==> config.mk <==
export PLATFORM = sky130hd
export DESIGN_NAME = comparatore_seriale_flat
export DESIGN_NICKNAME = d
export VERILOG_FILES = /design/src/rtl/comparatore_seriale_if.sv /design/src/rtl/comparatore_seriale.sv /design/src/flat_wrapper.sv
export SDC_FILE = /design/constraint.sdc
export NUM_CORES = 1
export LEC_CHECK = 0
export ABC_AREA = 1
export CORE_AREA = 2 2 39 41
export CTS_CLUSTER_SIZE = 8
export DETAILED_ROUTE_END_ITERATION = 6
export DIE_AREA = 0 0 41 43
export GPL_TIMING_DRIVEN = 0
export PLACE_DENSITY = 0.63
export SYNTH_ARGS = -nofsm -noshare
export SYNTH_HDL_FRONTEND = slang
export SYNTH_SLANG_ARGS = --single-unit
export TNS_END_PERCENT = 50
==> constraint.sdc <==
create_clock -name clk -period 2.86 [get_ports clk]
set_input_delay 0.572 -clock clk [delete_from_list [all_inputs] [get_ports clk]]
set_output_delay 0.572 -clock clk [all_outputs]
set_load 0.01 [all_outputs]
==> src/rtl/comparatore_seriale_if.sv <==
// Bus between the serial magnitude comparator, its controller and the upstream nibble comparator.
// The slave side is the comparator itself. The master side is whoever drives start and the nibble results.
interface comparatore_seriale_if #(
    parameter int SEL_W = 2
);
    logic             start;
    logic             nib_gt;
    logic             nib_eq;
    logic             nib_lt;
    logic [SEL_W-1:0] nib_sel;
    logic             busy;
    logic             done;
    logic             GT;
    logic             EQ;
    logic             LT;
    logic             err;

    modport slave (
        input  start, nib_gt, nib_eq, nib_lt,
        output nib_sel, busy, done, GT, EQ, LT, err
    );

    modport master (
        output start, nib_gt, nib_eq, nib_lt,
        input  nib_sel, busy, done, GT, EQ, LT, err
    );
endinterface

==> src/rtl/comparatore_seriale.sv <==
// Serial multi-word magnitude comparator. It scans nibbles MSB first through an external 4-bit comparator
// and stops at the first nibble pair that differs. Results are registered and held until the next start.
module comparatore_seriale #(
    parameter int NIBBLES = 4,
    parameter int SEL_W   = 2
) (
    input  logic                 clk,
    input  logic                 rst_n,
    comparatore_seriale_if.slave bus
);

    typedef enum logic [1:0] {
        IDLE = 2'd0,
        SCAN = 2'd1,
        DONE = 2'd2
    } state_t;

    typedef struct packed {
        logic gt;
        logic eq;
        logic lt;
        logic err;
    } res_t;

    localparam logic [SEL_W-1:0] SEL_MSB = SEL_W'(NIBBLES - 1);

    state_t           state, state_d;
    logic [SEL_W-1:0] sel_q, sel_d;
    res_t             res_q, res_d;

    always_comb begin
        // NOTE: every variable written here gets a default first, so no path can infer a latch.
        state_d = state;
        sel_d   = sel_q;
        res_d   = res_q;
        case (state)
            IDLE: begin
                if (bus.start) begin
                    state_d = SCAN;
                    sel_d   = SEL_MSB;
                    res_d   = '0;
                end
            end
            SCAN: begin
                case ({bus.nib_gt, bus.nib_eq, bus.nib_lt})
                    3'b100: begin
                        res_d.gt = 1'b1;
                        state_d  = DONE;
                    end
                    3'b001: begin
                        res_d.lt = 1'b1;
                        state_d  = DONE;
                    end
                    3'b010: begin
                        // Equal nibble: finish on the LSB, otherwise move to the next lower nibble.
                        if (sel_q == '0) begin
                            res_d.eq = 1'b1;
                            state_d  = DONE;
                        end else begin
                            sel_d = sel_q - SEL_W'(1);
                        end
                    end
                    default: begin
                        res_d.err = 1'b1;
                        state_d   = DONE;
                    end
                endcase
            end
            DONE:    state_d = IDLE;
            default: state_d = IDLE;
        endcase
    end

    always_ff @(posedge clk) begin
        // NOTE: registers use non-blocking assignments, so every flop samples the values from before this edge.
        if (!rst_n) begin
            state <= IDLE;
            sel_q <= '0;
            res_q <= '0;
        end else begin
            state <= state_d;
            sel_q <= sel_d;
            res_q <= res_d;
        end
    end

    assign bus.nib_sel = sel_q;
    assign bus.busy    = (state == SCAN);
    assign bus.done    = (state == DONE);
    assign bus.GT      = res_q.gt;
    assign bus.EQ      = res_q.eq;
    assign bus.LT      = res_q.lt;
    assign bus.err     = res_q.err;

endmodule

==> src/flat_wrapper.sv <==
// flat-port wrapper written by rule: the top's interface ports become plain ports
module comparatore_seriale_flat 
#(
    parameter int NIBBLES = 4,
    parameter int SEL_W   = 2
)
  (clk, rst_n, bus_start, bus_nib_gt, bus_nib_eq, bus_nib_lt, bus_nib_sel, bus_busy, bus_done, bus_GT, bus_EQ, bus_LT, bus_err);
  comparatore_seriale_if #(.SEL_W(SEL_W)) bus_i ();
  input  logic clk;
  input  logic rst_n;
  input wire logic [$bits(bus_i.start)-1:0] bus_start;
  input wire logic [$bits(bus_i.nib_gt)-1:0] bus_nib_gt;
  input wire logic [$bits(bus_i.nib_eq)-1:0] bus_nib_eq;
  input wire logic [$bits(bus_i.nib_lt)-1:0] bus_nib_lt;
  output wire logic [$bits(bus_i.nib_sel)-1:0] bus_nib_sel;
  output wire logic [$bits(bus_i.busy)-1:0] bus_busy;
  output wire logic [$bits(bus_i.done)-1:0] bus_done;
  output wire logic [$bits(bus_i.GT)-1:0] bus_GT;
  output wire logic [$bits(bus_i.EQ)-1:0] bus_EQ;
  output wire logic [$bits(bus_i.LT)-1:0] bus_LT;
  output wire logic [$bits(bus_i.err)-1:0] bus_err;
  assign bus_i.start = bus_start;
  assign bus_i.nib_gt = bus_nib_gt;
  assign bus_i.nib_eq = bus_nib_eq;
  assign bus_i.nib_lt = bus_nib_lt;
  assign bus_nib_sel = bus_i.nib_sel;
  assign bus_busy = bus_i.busy;
  assign bus_done = bus_i.done;
  assign bus_GT = bus_i.GT;
  assign bus_EQ = bus_i.EQ;
  assign bus_LT = bus_i.LT;
  assign bus_err = bus_i.err;
  comparatore_seriale #(.NIBBLES(NIBBLES), .SEL_W(SEL_W)) u_core (.clk(clk), .rst_n(rst_n), .bus(bus_i));
endmodule
==> impl_metrics.yaml <==
layout:
  area_growth_pct: 43.1
  final_common_cell: "clkdlybuf4s50_1"
  fin_nets: 83
  drive_gt1_frac: 0.0946
  final_cells: 90
  n_fill_cell: 154
  final_cell_mix: "13 x clkdlybuf4s50_1, 12 x inv_1, 12 x nand2_1, 8 x dfxtp_1, 7 x nor2_1"
  antennaDiodeCount: 0
die:
  start_util: 0.289
  dieArea_sq_mm: 0.00176
  core_region_area_sq_mm: 0.00138
  pin_count: 14
  num_rows: 14
  die_w_um: 41
  fp.dieH_um: 43
sta:
  period_share: 0.685
  worstMarginPinSlew_ps: 243
  hold_viol_final: 0
  fin_setup_tns_ps: 0
  max_freq_mhz: 511
  finalCriticalPeriod_ps: 1960
  finalMaxSlewViolations: 0
  rsz0062_at_grt: "no"
  finClkSkew_ps: 4.03
  maxSlewHeadroom: 0.837
  setup_viol: 0
detailed_routing:
  drt_wl_total_um: 759
  drt-vias-per-instance: 4.43
  via_count: 399
  wl_per_cell_um: 8.43
  dr.pass1.iters: 4
  drt-initial-drc-count: 8
  drcViolationCount: 0
  drtAntennaViolNets: 0
clock_network:
  htree_levels: 1
  clockRootBuffer: "clkbuf_4"
  cts_tree: "yes"
  cts.sinks: 8
  path_clk_slew_ps: 50
  clock_latency_ps: 240
  ctsResizeCount: 0
  cts_made_buffers: 3
  cts_setup_buffers: 0
  ctsLongestPathBuffers: 2
  cts_hold_buf: 0
placement:
  portBuffers: 13
  dpl.hpwl_um: 620
  globalplace.congestion: 0.697
  numPlacedInstances: 87
critical_path:
  critPathCaptureType: "output port"
  path_cells: "inv_2 -> nor2_4 -> clkdlybuf4s50_1"
  crit_required_ps: 2290
  cpMaxStageDelayCell: "clkdlybuf4s50_1"
  cp.arrival_ps: 1390
  path_max_fanout: 7
  worst_setup_path_start_kind: "flop"
  critPathKind: "flop to output port"
  slowest_delay_ps: 560
synth:
  ys_seq_elements: 8
  synthTopCellsByArea: "dfxtp_1 40%, inv_1 11%, nand2_1 11%, nand3_1 7.5%, nor2_1 6.6%"
  synth-seq-area-share: 0.400
  syn-instance-count: 58
  yosysWarnings: 0
  synth.area.mux_share: 0
  netlist_area_sq_um: 400
  synth_top_family_by_area: "simple AND/OR/NAND/NOR gates"
  synth_cell_types: 15
  synth_xor_area_frac: 0
  netlist.area_leader.share: 0.400
  syn-mean-instance-area_sq_um: 6.90
  synthAdderAreaFrac: 0.0313
  synth_top_area_cell: "dfxtp_1"
  synth_nets: 65
  synth_compound_area_frac: 0.0719
  synth_simple_gate_area_frac: 0.375
pwr:
  leakage_nw: 0.273
  p_per_area_mw_per_mm2: 561
  irDropWorstVdd_mv: 0.369
job:
  cap_violations: 0
hold_path:
  hp-class: "flop to flop"
global_route:
  grt_pass1_wl_um: 1240
  grt_pass1_vias: 333
  grt_start_max_net_pins: 8
  grt-ovfl-total: 0
  antenna_found_initial: 0
  grtUsageTotal: 0.108
status:
  outcome: "finished, final reports clean"
-- stage by stage --
step	utilization	hold slack, ps	cell area (sq um)	power, mW	setup WS (ps)
2_1_floorplan	-	483	400	0.199	1680
5_1_grt	0.414	492	573	0.345	793
6_report	0.414	457	573	0.322	901
4_1_cts	0.414	460	573	0.326	895
3_5_place_dp	0.398	452	551	0.244	1130
3_3_place_gp	0.398	447	551	0.243	1130
-- area by class of cell --
type                            count  area, sq um  share of cell area
Tap cell                           16         20.0              0.0349
Sequential cell                     8          160               0.279
Inverter                           13         48.8              0.0852
Multi-Input combinational cell     37          191               0.334
Timing Repair Buffer               13          130               0.227
Clock buffer                        3         22.5              0.0393
-- synth_stat cells --
master and n:
a22oi_1 1, a21oi_1 1, o21a_1 1, nor2_1 7, nand2_1 12, dfxtp_1 8, a21oi_2 1, nor3_1 3
inv_1 12, nand4_1 2, nand3_2 1, nor2_4 1, ha_1 1, nand3_1 6, inv_2 1
-- cell families (layout without fill, tap and decap cells) --
group | Yosys count | count (layout)
AOI/OAI and AO/OA | 4 | 4
adders and majority gates | 1 | 1
and+or+nand+nor | 32 | 32
DFF | 8 | 8
buffers and inverters | 13 | 29
-- flip-flops by register name (all words and copies together), names as in the netlist --
register and cells:
u_core.bus.EQ 1, u_core.bus.GT 1, u_core.bus.LT 1, u_core.bus.err 1
u_core.bus.nib_sel 2, u_core.state 2
-- worst paths after layout --
path	from	slack (ps)	cells past startpoint	endpoint
setup reg to reg	u_core.bus.nib_sel[0]$_SDFFE_PN0P_	1790	7	u_core.bus.nib_sel[1]$_SDFFE_PN0P_
setup / recovery	u_core.state[0]$_SDFFE_PN0P_	900	3	bus_busy
hold / removal	u_core.bus.EQ$_SDFFE_PN0P_	460	2	u_core.bus.EQ$_SDFFE_PN0P_
hold reg to reg	u_core.bus.EQ$_SDFFE_PN0P_	460	2	u_core.bus.EQ$_SDFFE_PN0P_
-- worst max-delay path, delay by kind of cell (launching register included) --
family	cells	cell delay (ps)
simple gates	1	150
buf+inv	2	630
flops	1	360
-- where the power goes --
group,switching [mW],internal (mW)
logic,0.0551,0.0507
clock network,0.0335,0.0477
registers,0.00927,0.125
-- metal layers --
layer / vias to the layer above / GRT usage / routed length, um
li1: 215 / - / -
met1: 162 / 0.137 / 370
met2: 18 / 0.138 / 286
met3: 4 / 0.0314 / 73
met4: 0 / 0.100 / 29
met5: - / 0 / 0
(Power assumes the default switching activity.)
